<file path="config.mk">
export PLATFORM = sky130hd
export DESIGN_NAME = dsp_post_accum
export DESIGN_NICKNAME = d
export VERILOG_FILES = /design/src/rtl/dsp_post_accum.sv
export SDC_FILE = /design/constraint.sdc
export NUM_CORES = 1
export LEC_CHECK = 0
export ABC_AREA = 1
export CAP_MARGIN = 20
export CELL_PAD_IN_SITES_DETAIL_PLACEMENT = 1
export CELL_PAD_IN_SITES_GLOBAL_PLACEMENT = 2
export CORE_MARGIN = 3
export CORE_UTILIZATION = 31
export DETAILED_ROUTE_END_ITERATION = 8
export PLACE_DENSITY_LB_ADDON = 0.1
export RECOVER_POWER = 50
export SYNTH_ARGS = -nofsm -noshare
export SYNTH_HDL_FRONTEND = slang
export SYNTH_SLANG_ARGS = --single-unit
</file>
<file path="constraint.sdc">
create_clock -name CLK -period 8.1 [get_ports CLK]
set_input_delay 0.81 -clock CLK [delete_from_list [all_inputs] [get_ports CLK]]
set_output_delay 0.81 -clock CLK [all_outputs]
set_load 0.005 [all_outputs]
</file>
<file path="src/rtl/dsp_post_accum.sv">
// Post-multiplier add/subtract/accumulate stage. It has optional input registers,
// a 48-bit accumulator, and cascade and carry outputs.
module dsp_post_accum #(
  parameter int    MREG       = 1,
  parameter int    CREG       = 1,
  parameter int    OPMODEREG  = 1,
  parameter int    CARRYINREG = 1,
  parameter int    PREG       = 1,
  parameter string CARRYINSEL = "OPMODE5"
) (
  input  logic        CLK,
  input  logic        RST_N,
  input  logic [35:0] M,
  input  logic [47:0] DAB,
  input  logic [47:0] C,
  input  logic [47:0] PCIN,
  input  logic [7:0]  OPMODE,
  input  logic        CARRYIN,
  input  logic        CEM,
  input  logic        CEC,
  input  logic        CEOPMODE,
  input  logic        CECARRYIN,
  input  logic        CEP,
  output logic [47:0] P,
  output logic [47:0] PCOUT,
  output logic        CARRYOUT,
  output logic        CARRYOUTF
);

  localparam bit USE_OPMODE5 = (CARRYINSEL == "OPMODE5");

  logic [35:0] m_d, m_q, m_s;
  logic [47:0] c_d, c_q, c_s;
  logic [7:0]  opmode_d, opmode_q, opmode_s;
  logic        cin_d, cin_q, cin_s, cin_src;
  logic [47:0] acc_d, acc_q;
  logic        co_d, co_q;
  logic [47:0] x_mux, z_mux;
  logic [48:0] x_ext, z_ext, sum;
  logic        unused_opmode_bits;

  assign unused_opmode_bits = ^{opmode_s[6], opmode_s[4]};

  always_comb begin
    m_d      = CEM       ? M      : m_q;
    c_d      = CEC       ? C      : c_q;
    opmode_d = CEOPMODE  ? OPMODE : opmode_q;

    m_s      = (MREG      != 0) ? m_q      : M;
    c_s      = (CREG      != 0) ? c_q      : C;
    opmode_s = (OPMODEREG != 0) ? opmode_q : OPMODE;

    // Carry source comes after the OPMODE stage, so with both registered it trails by one edge.
    cin_src  = USE_OPMODE5 ? opmode_s[5] : CARRYIN;
    cin_d    = CECARRYIN ? cin_src : cin_q;
    cin_s    = (CARRYINREG != 0) ? cin_q : cin_src;
  end

  // Feedback always comes from acc_q, which keeps PREG=0 free of combinational loops.
  always_comb begin
    x_mux = '0;
    unique case (opmode_s[1:0])
      2'b00: x_mux = '0;
      2'b01: x_mux = {12'b0, m_s};
      2'b10: x_mux = acc_q;
      2'b11: x_mux = DAB;
    endcase
    z_mux = '0;
    unique case (opmode_s[3:2])
      2'b00: z_mux = '0;
      2'b01: z_mux = PCIN;
      2'b10: z_mux = acc_q;
      2'b11: z_mux = c_s;
    endcase
    x_ext = {1'b0, x_mux} + {48'b0, cin_s};
    z_ext = {1'b0, z_mux};
    sum   = opmode_s[7] ? (z_ext - x_ext) : (z_ext + x_ext);
    acc_d = CEP ? sum[47:0] : acc_q;
    co_d  = CEP ? sum[48]   : co_q;
  end

  always_ff @(posedge CLK or negedge RST_N) begin
    if (!RST_N) begin
      m_q      <= '0;
      c_q      <= '0;
      opmode_q <= '0;
      cin_q    <= 1'b0;
      acc_q    <= '0;
      co_q     <= 1'b0;
    end else begin
      m_q      <= m_d;
      c_q      <= c_d;
      opmode_q <= opmode_d;
      cin_q    <= cin_d;
      acc_q    <= acc_d;
      co_q     <= co_d;
    end
  end

  always_comb begin
    P         = (PREG != 0) ? acc_q : sum[47:0];
    CARRYOUT  = (PREG != 0) ? co_q  : sum[48];
    PCOUT     = P;
    CARRYOUTF = CARRYOUT;
  end

endmodule

</file>
==> After elaboration in Yosys (flattened, before gate mapping) <==
Cells that the tools add are included.
{ "word_totals": {"regBits": 142, "output_inout_bits": 98, "wordCells": 20} }
{ "classes": {"n_addsub": 3, "n_eq_ne": 6, "n_mux": 3, "n_reduce_logical": 2} }
{ "ops": {"columns": ["cell", "count"], "rows": [
  ["48-bit case mux with 4 select lines", 2],
  ["48-bit by 1-bit adder with 49-bit output", 1],
  ["48-bit by 49-bit adder with 49-bit output", 1],
  ["49-bit two-way mux", 1],
  ["48-bit by 49-bit subtractor with 49-bit output", 1],
  ["2-bit equality test (second input constant)", 4],
  ["2-bit by 1-bit equality test with 1-bit output (second input constant)", 2],
  ["2-bit logical NOT", 2]
]} }

==> Depth between registers and ports, before layout <==
Gate-level depths: netlist of the first run.
{ "logic_depth": {"depth_word": 5, "mapped_depth": 39} }

==> Worst setup path after synthesis of the first run <==
Ideal clock, no wire load.
{ "synth_timing": {"path_kind": "register to register", "from": "reg opmode_q[0]", "to": "reg acc_q[41] (netlist: P[41])", "arrival_time_ns": 4.599, "t_required_ns": 7.970, "slack_ns": 3.370, "path_stages_with_launch": 36, "cell_sequence": "dfrtp_1 > buf_6 > buf_6 > nand2_1 > inv_1 > buf_4 > nand2_1 > o211ai_1 > ha_1 > ha_1 > nand2_2 > nor2_4 > nand2_2 > nand2_1 > nand2_1 > nor2_1 > nand2_1 > nor2_2 > inv_2 > nor3_4 > nand2_1 > nand2_1 > o21ai_1 > xor2_1 > ha_1 > a21oi_1 > inv_1 > a31oi_1 > o21ai_0 > a21oi_1 > nand3_1 > nand3_1 > o211ai_1 > or2_2 > nand3_1 > o21ai_0"} }
{ "synth_via": {"elab_chain_len": 5} }
{ "synth_rtl": {"columns": ["element", "line_no", "text"], "rows": [
  ["from (decl)", "34", "logic [7:0] opmode_d, opmode_q, opmode_s;"],
  ["from (signal assigned)", "93", "opmode_q <= opmode_d;"],
  ["2-bit equality test, or another cell as far along", "62", "unique case (opmode_s[1:0])"],
  ["48-bit case mux with 4 select lines *", "62", null],
  ["48-bit by 1-bit adder with 49-bit output *", "75", "x_ext = {1'b0, x_mux} + {48'b0, cin_s};"],
  ["48-bit by 49-bit adder with 49-bit output / 48-bit by 49-bit subtractor with 49-bit output (equally long branches)", "77", "sum = opmode_s[7] ? (z_ext - x_ext) : (z_ext + x_ext);"],
  ["49-bit two-way mux *", "77", null],
  ["to (signal assigned)", "88", "acc_q <= '0;"],
  ["to (signal assigned)", "95", "acc_q <= acc_d;"],
  ["to (decl)", "36", "logic [47:0] acc_d, acc_q;"]
]} }
Mark *: on every way between the ends. The rest lies on a longest branch, timed or not.
A chain may end at the register's enable or synchronous reset.

==> Worst setup path in the final report of the first run <==
{ "layout_timing": {"from": "reg opmode_q[1]", "to": "reg acc_q[41] (netlist: P[41])"} }
Same word-level chain as after synthesis.

==> results of run 1 <==
## cell type report
cell class	instances	share of cell area (%)
clock inverter	12	0.783
inverter	225	4.67
tap	607	4.17
timing repair buffer	315	16.9
sequential	140	19.2
multi-input combinational	1779	51.9
clock buffer	18	2.35
## through the flow
stage                     total power [mW]  cells
after global placement                4.02   3065
after global routing                  5.26   3096
after CTS                             4.92   3095
final                                 4.90   3096
after floorplan                       2.73   2274
after detailed placement              4.05   3065
## worst max-delay path: cells and delay by family, from the launching register on
family | cells | cell delay [ns]
AO/OA/AOI/OAI | 7 | 1.25
XOR/XNOR | 1 | 0.30
adder cells (fa/ha/maj) | 3 | 1.33
buffers and inverters | 2 | 0.24
flip-flops | 1 | 0.49
AND/OR/NAND/NOR | 18 | 2.93
## path summary, 6_finish.rpt
| path | slack (ns) | start | endpoint |
|---|---|---|---|
| worst max-delay path | 1.43 | opmode_q[1]$_DFFE_PN0P_ | P[41]$_DFFE_PN0P_ |
| worst min-delay path | 0.51 | m_q[13]$_DFFE_PN0P_ | m_q[13]$_DFFE_PN0P_ |
| worst max register to register | 1.43 | opmode_q[1]$_DFFE_PN0P_ | P[41]$_DFFE_PN0P_ |
| worst min register to register | 0.51 | m_q[13]$_DFFE_PN0P_ | m_q[13]$_DFFE_PN0P_ |
| max in group asynchronous | 2.76 | RST_N | opmode_q[2]$_DFFE_PN0P_ |
| min in group asynchronous | 1.81 | RST_N | m_q[6]$_DFFE_PN0P_ |
## layout by cell type, fill, tap and decap left out, types with 4 or more instances in the layout
cell / instances
or2_2: 9
nand4_1: 44
o221ai_1: 12
o21bai_1: 5
clkbuf_16: 17
ha_1: 51
xnor2_1: 35
o211ai_1: 39
buf_4: 21
nor2_4: 19
nand2_2: 30
clkdlybuf4s50_1: 285
a21oi_1: 75
nor3_1: 11
mux2_2: 36
o21ai_1: 10
o21ai_0: 153
dfrtp_1: 137
nand3_2: 29
clkinv_1: 4
nor4_1: 4
nand3_1: 274
inv_1: 210
inv_2: 9
clkbuf_1: 5
nor2_2: 29
a31oi_1: 19
nand2_1: 629
nor2_1: 201
xor2_1: 40
## synth_stat cells (2+ instances only)
| library cell | instances |
|---|---|
| nor4_1 | 4 |
| clkinv_1 | 4 |
| o21ai_0 | 153 |
| xnor2_1 | 35 |
| nor2_2 | 28 |
| o21a_1 | 2 |
| a21oi_1 | 75 |
| nand3_2 | 29 |
| nor2_4 | 19 |
| nor3_1 | 11 |
| nand3_1 | 274 |
| clkbuf_1 | 45 |
| a21o_1 | 2 |
| o31ai_1 | 3 |
| buf_2 | 2 |
| nand2_2 | 30 |
| buf_6 | 15 |
| xor2_1 | 40 |
| o21ai_1 | 10 |
| nand4_1 | 44 |
| o211ai_1 | 39 |
| or2_2 | 9 |
| buf_8 | 2 |
| buf_4 | 60 |
| o21bai_1 | 5 |
| a31oi_1 | 19 |
| nor2_1 | 202 |
| inv_1 | 211 |
| ha_1 | 51 |
| buf_1 | 6 |
| o221ai_1 | 12 |
| nand2_1 | 629 |
| and3_1 | 2 |
| mux2_2 | 36 |
| inv_2 | 8 |
| dfrtp_1 | 140 |
## sequential cells by signal (all words and copies together) (netlist names)
register,count
P,48
c_q,48
m_q,36
opmode_q,6
CARRYOUT,1
cin_q,1
## power groups by stage
stage | combinational, mW | sequential, mW | clock, mW
6_report | 2.87 | 1.20 | 0.832
2_1_floorplan | 1.71 | 1.02 | 0
5_1_grt | 3.15 | 1.23 | 0.879
3_5_place_dp | 2.84 | 1.21 | 0
3_3_place_gp | 2.81 | 1.21 | 0
4_1_cts | 2.86 | 1.20 | 0.861
## logic make-up (layout without fill, tap and decap cells)
logic type	count (synthesis)	in the layout
buffers and inverters	355	570
AOI/OAI and AO/OA	328	328
xor gates and xnor gates	75	75
and+or+nand+nor	1288	1288
DFF	140	140
adders and majority gates	52	52
muxes	36	36
## metal layers
layer,vias up,global-route usage (%),routed length (µm)
met4,0,11.0,2650
met1,7869,37.4,32300
met2,371,43.8,30700
met3,92,3.76,3040
li1,7881,-,-
met5,-,0,0
==> results list, run 1 <==
- For the worst setup path, the data required time is 8.46 ns.
- Net switching is 49.7% of the power.
- By area, the combinational part of the netlist is dominated by simple AND/OR/NAND/NOR gates.
* CTS tree: built
* Die Footprint: 49900 µm²
* TritonCTS buffer count: 17
- Sorting the synthesized cells by area gives the leading types as dfrtp_1 (24%), nand2_1 (16%), nand3_1 (9.4%).
- The first global-routing pass estimated 103000 µm of wire.
* Mean post-synth cell area: 6.45 µm²
- Worst Tran Pin Value: 4.25 ns
- Of all cell types, the one taking the most synthesized area is dfrtp_1.
- Total global routing overflow: 0
- Compared with the post-synthesis result, the final layout area differs by 24.4%.
* Power share of the combinational group: 58.5%
- Max stage delay on crit path: 0.52 ns
- The synthesized netlist devotes 4.49% of its cell area to adder and majority cells.
- Final clock skew: 0.0168 ns
- Vias per inst: 5.24
- DR pass1 iterations: 5
- 0 antenna diodes ended up in the layout.
* Endpoint kind of the worst setup timing path: flip-flop
* Wirelength per Cell: 22.2 µm
- After synthesis, flip-flops and latches occupy 23.9% of the total area.
- After routing the design area is 18200 µm².
- Post-detailed-routing wire length: 68600 µm
* CTS sink count: 140
- DR iter-0 viols: 929
- Clock power share: 17.0%
* Async SR Flop Fraction: 100%
- Min Clock Period, post-route: 6.67 ns
- The tightest hold path in the finished design has a slack of 0.512 ns.
- Total of max-cap violations: 5
- Xor and xnor fraction of the mapped netlist area: 4.48%
- Max-slew violation total from the final report: 314
* Post-placement setup slack: 0.989 ns
- Number of enable-type register cells in the synthesized netlist: 0
- The final hold violation count was 0.
- The floorplan step defined a core boundary enclosing 46700 µm².
* # DRC: 0
* Count of buffers added by post-CTS timing repair for setup: 0
* Total cell area at the placement stage: 17600 µm²
- At the end of the flow the core is filled with cells to 39.1%.
- Measured along the y axis, the die boundary spans 223 µm.
- Summing all flip-flop and latch instances after layout gives 3510 µm².
- Among all stages on the critical path, the largest delay is contributed by ha_1.
- In this run the worst path has a maximum fanout of 13.
- The number of nets in the synthesized netlist is 2522.
- Cell count of the worst reg-to-reg path: 31
- In the finished design, the share of the clock period the worst path needs comes to 82.4%.
- Setup repair after global routing left no endpoint under its margin.
* Failing checks: max-capacitance violations, max-slew violations
- Post-Syn Area: 14700 µm²
* Critical path class: reg -> reg
- In this run the clock root is driven by a clkbuf_16.
- Proportion of synthesized area in mux cells: 2.77%
* Number of instances resized during post-cts repair: 0
* Maximum number of pins on one net before global-route repair: 97
- STA classifies the critical path startpoint as a flip-flop.
* H-tree levels: 4
- Of the cells placed in the final design, the portion with a size suffix greater than 1 is 9.04%.
- Routability-driven placement finished with a final weighted congestion of 0.930.
* Combined area of the multi-input logic cells: 9450 µm²
* Number of rows in the core area: 79
* Run status: finished, violations left
- Power density normalized to cell area: 269 nW/µm²
- Buffers inserted to repair hold after CTS numbered 0.
* Antenna viol nets, final: 0
- The worst hold path belongs to the class reg -> reg.
- Setup violations remaining at the end of the flow were counted as 0.
* Basic-gate share of the synthesized area counting and, or, nand and nor cells: 40.0%
- Counting instances, the worst hold path has a depth of 1.
- Rel. slew slack: -183%
* Yosys cell types: 54
* Total leakage power: 7.97 nW
- Internal power comes to 2.47 mW.
- Register bit total from synthesis: 140
- Final setup slack of the worst path: 1.43 ns
- Share of the synthesized area in compound gates (AO/OA/AOI/OAI): 12.7%
- The layout has 6017 filler cells.
- In this run the count of I/O pins placed on the die edge is 294.
* Sequential share of power: 24.6%
- The number of antenna violations at the first check in global routing is 2.
- DPL Wire Length: 57200 µm
* Number of vias in the routed layout: 16200
- Gate count after technology mapping: 2274
- Across every metal layer, demand over resource in global routing totals 27.4%.
* Switching power: 2.43 mW
* Final layout net count: 2726
- For the final routed database, the setup TNS stands at 0 ns.
* Primary FF master, synth: dfrtp_1
- Via count of the first global-routing pass: 17000
- The later pin in the worst-skew pair is clocked with a latency of 0.49 ns.
- Die X-Extent: 223 µm
- Clock-pin slew was measured on the worst setup and hold paths at 0.06 ns.
- Fmax: 0.150 GHz
* Area share of the largest cell type after synthesis: 23.9%
* Data arrival, critical path: 7.03 ns
- The count of buffers added on input and output ports is 290.
- No sink is reached through more buffers than the 2 on the longest clock path.
* Peak VDD IR: 0.128 mV
- The cell that appears most often on the critical path is nand2_1.
- The Yosys step of the flow raised 0 warnings.
- Effective utilization at floorplan: 31.4%
No activity file was read; power rests on OpenSTA's default activity.
==> run 2, diff against run 1 <==
--- a/config.mk
+++ b/config.mk
@@ -10,7 +10,7 @@
 export CELL_PAD_IN_SITES_DETAIL_PLACEMENT = 1
 export CELL_PAD_IN_SITES_GLOBAL_PLACEMENT = 2
 export CORE_MARGIN = 3
-export CORE_UTILIZATION = 31
+export CORE_UTILIZATION = 26
 export DETAILED_ROUTE_END_ITERATION = 8
 export PLACE_DENSITY_LB_ADDON = 0.1
 export RECOVER_POWER = 50
==> constraint.sdc (replaced) <==
create_clock -name CLK -period 6.1 [get_ports CLK]
set_input_delay 0.61 -clock CLK [delete_from_list [all_inputs] [get_ports CLK]]
set_output_delay 0.61 -clock CLK [all_outputs]
set_load 0.005 [all_outputs]
==> results list, run 2 (synthesis results as in run 1) <==
* FF-to-FF Start: opmode_q[0]$_DFFE_PN0P_ (was opmode_q[1]$_DFFE_PN0P_)
- The final hold violation count was 0 (unchanged).
* Combined buffer and inverter count along the critical path: 2 (unchanged)
* Total of max-cap violations: 3 (was 5)
- The worst hold slack across all endpoints came to 0.510 ns (was 0.512 ns).
- Die Footprint: 59300 µm² (was 49900 µm²)
- Clock-pin slew of the registers on the worst-case setup and hold paths: 0.07 ns (was 0.06 ns)
* All-Layer GR Usage: 24.9% (was 27.4%)
- Leading cell types in the layout, fill and taps excluded: nand2_1 (629), clkdlybuf4s50_1 (285), nand3_1 (274), inv_1 (210), nor2_1 (201) (unchanged).
* PortBufs: 290 (unchanged)
- The max-slew violation count is 220 (was 314).
- The pin count of the biggest net entering global routing was 97 (unchanged).
- Final layout net count: 2904 (was 2726)
- The layout filler cell count is 7058 (was 6017).
- The chip height is 243 µm (was 223 µm).
* Power density normalized to cell area: 362 nW/µm² (was 269 nW/µm²)
- Die X-Extent: 243 µm (was 223 µm)
- The switching share of power was 48.9% (was 49.7%).
- The peak ir drop on the vdd network was 0.266 mV (was 0.128 mV).
- The share of the core filled with cells in the final layout is 35.7% (was 39.1%).
* Fraction of layout cells with a size suffix above 1: 15.4% (was 9.04%)
* Sequential share of power: 21.0% (was 24.6%)
* Failing checks: max-capacitance violations, max-slew violations (unchanged)
- Kind of cell adding the most delay to the critical path: simple AND/OR/NAND/NOR gates (unchanged)
- Setup violations, final: 0 (unchanged)
* Clock network latency to the later pin of the worst-skew pair: 0.50 ns (was 0.49 ns)
* Endpoint kind of the worst setup timing path: flip-flop (unchanged)
- The CTS tree is built (unchanged).
* Worst Tran Pin Value: 4.49 ns (was 4.25 ns)
- TritonCTS buffer count: 17 (unchanged)
* Via count of the first global-routing pass: 17600 (was 17000)
- The signed area change from the synthesized netlist to the final layout is 34.9% (was 24.4%).
- Largest fanout on the critical path: 7 (was 13)
* Rel. slew slack: -200% (was -183%)
* Setup tns final: 0 ns (unchanged)
* Number of vias in the routed layout: 16700 (was 16200)
* Startpoint types: flip-flop (unchanged)
* Max stage delay on crit path: 0.47 ns (was 0.52 ns)
- The internal power consumption was 3.66 mW (was 2.47 mW).
* Vias per inst: 4.90 (was 5.24)
- The most frequent standard cell in the layout excluding fill and tap cells is nand2_1 (unchanged).
* # DRC: 0 (unchanged)
- H-tree levels: 4 (unchanged)
* R2R Path End: P[38]$_DFFE_PN0P_ (was P[41]$_DFFE_PN0P_)
* DR pass1 iterations: 5 (unchanged)
* Final clock skew: 0.0216 ns (was 0.0168 ns)
- Run status: finished, violations left (unchanged).
- Library cell contributing the largest single delay on the critical path: dfrtp_2 (was ha_1)
* Final period util: 91.6% (was 82.4%)
- The standard cell core area came to 55400 µm² (was 46700 µm²).
- The placed wire-length estimate was 62400 µm (was 57200 µm).
- Class of the most critical hold timing path: reg -> reg (unchanged)
- Startpoint of the most critical setup path: opmode_q[0]$_DFFE_PN0P_ (was opmode_q[1]$_DFFE_PN0P_)
- The required time at the worst-slack endpoint is 6.48 ns (was 8.46 ns).
* Post-detailed-routing wire length: 74200 µm (was 68600 µm)
- Clock power share: 15.6% (was 17.0%)
- The data arrival time of the critical path is 5.96 ns (was 7.03 ns).
* Power share of the combinational group: 63.4% (was 58.5%)
- The register-to-register path setup slack came to 0.51 ns (was 1.43 ns).
* Antenna viol nets, final: 0 (unchanged)
- Number of rows in the core area: 86 (was 79)
- First-pass GRT wire length: 110000 µm (was 103000 µm)
- The capturing instance or port of the critical path is P[38]$_DFFE_PN0P_ (was P[41]$_DFFE_PN0P_).
- Worst path depth: 29 (was 31)
- The global route total overflow was 0 (unchanged).
- The achievable clock frequency is 0.179 GHz (was 0.150 GHz).
- The minimum period implied by the final worst setup slack was 5.59 ns (was 6.67 ns).
- The cell depth of the worst flop-to-flop path is 29 (was 31).
- The buffer depth of the longest clock path was 2 (unchanged).
- DR iter-0 viols: 769 (was 929)
- Number of antenna violations at the first check in global routing: 1 (was 2)
- Switching power: 3.50 mW (was 2.43 mW)
- Top-level port count: 294 (unchanged)
* Wirelength per Cell: 21.7 µm (was 22.2 µm)
- Root cell of the clock tree: clkbuf_16 (unchanged)
- The most prevalent standard cell on the critical path is nand2_1 (unchanged).
* Hold buffer count at cts: 0 (unchanged)
* Critical path class: reg -> reg (unchanged)
- Total leakage power: 8.85 nW (was 7.97 nW)
- The last weighted congestion value of the routability-driven placer came to 0.918 (was 0.930).
* Unrepaired setup endpoints after global routing: no (unchanged)
- The number of clock sinks came to 140 (unchanged).
* Effective utilization at floorplan: 26.4% (was 31.4%)
[run 2: changes by cell type in the layout (fill, tap and decap cells not counted), sizes merged]
cell	previous run	this run
clkdlybuf4s25	0	1
clkbuf	23	20
inv	224	229
bufinv	2	1
buf	23	202
diode	0	1
clkinv	8	7
[run 2: repair_timing]
item                       4_1_cts  5_1_grt
setup endpoints to repair        0        9
gates resized for setup          0        5
buffers inserted                 0        1
[run 2: worst reg2reg max path: cells and delay by family, from the launching register on]
family	cells	cell delay (ns)
compound gates	9	1.34
xor+xnor	1	0.33
fa+ha+maj	3	0.83
buf+inv	2	0.31
flops	1	0.47
simple gates	14	2.19
[run 2: worst min-delay path by stage]
stage,from,end,slack [ns],cells after the start
after CTS,RST_N,m_q[16]$_DFFE_PN0P_,0.20,1
after global routing,m_q[24]$_DFFE_PN0P_,m_q[24]$_DFFE_PN0P_,0.53,1
after floorplan,RST_N,CARRYOUT$_DFFE_PN0P_,0.31,0
after detailed placement,m_q[28]$_DFFE_PN0P_,m_q[28]$_DFFE_PN0P_,0.50,1
after global placement,m_q[14]$_DFFE_PN0P_,m_q[14]$_DFFE_PN0P_,0.50,1
final,m_q[29]$_DFFE_PN0P_,m_q[29]$_DFFE_PN0P_,0.51,1
[run 2: layout make-up]
cell class | instances | area [µm²] | share of cell area, %
Inverter | 225 | 852 | 4.31
Sequential cell | 140 | 3510 | 17.7
Timing Repair Buffer | 493 | 4420 | 22.4
Clock buffer | 17 | 425 | 2.15
Antenna cell | 1 | 2.50 | 0.0127
Multi-Input combinational cell | 1779 | 9470 | 47.9
Clock inverter | 15 | 151 | 0.766
Tap cell | 748 | 936 | 4.73
[run 2: through the flow]
stage	cells	power [mW]	worst slack (ns)	instance area, µm²
floorplan	2274	3.63	1.37	14700
global placement	3384	5.98	0.145	19200
detailed placement	3384	6.02	0.0852	19200
CTS	3416	7.18	0.274	19700
global route	3417	7.67	0.0310	19800
finish	3418	7.17	0.511	19800
[run 2: power groups by stage]
stage | clock network [mW] | logic (mW) | registers [mW]
floorplan | 0 | 2.28 | 1.35
global placement | 0 | 4.47 | 1.51
detailed placement | 0 | 4.51 | 1.51
CTS | 1.15 | 4.54 | 1.49
global route | 1.19 | 4.97 | 1.52
finish | 1.12 | 4.55 | 1.50
[run 2: routing by layer]
metal  GRT usage [%]  vias up  routed length, µm  share of wire [%]
li1                -     8233                  -                  -
met1            34.8     8121              36700                 50
met2            39.3      310              32700                 44
met3            3.60       71               2740                3.7
met4            7.91        2               2020                2.7
met5               0        -                 13              0.018
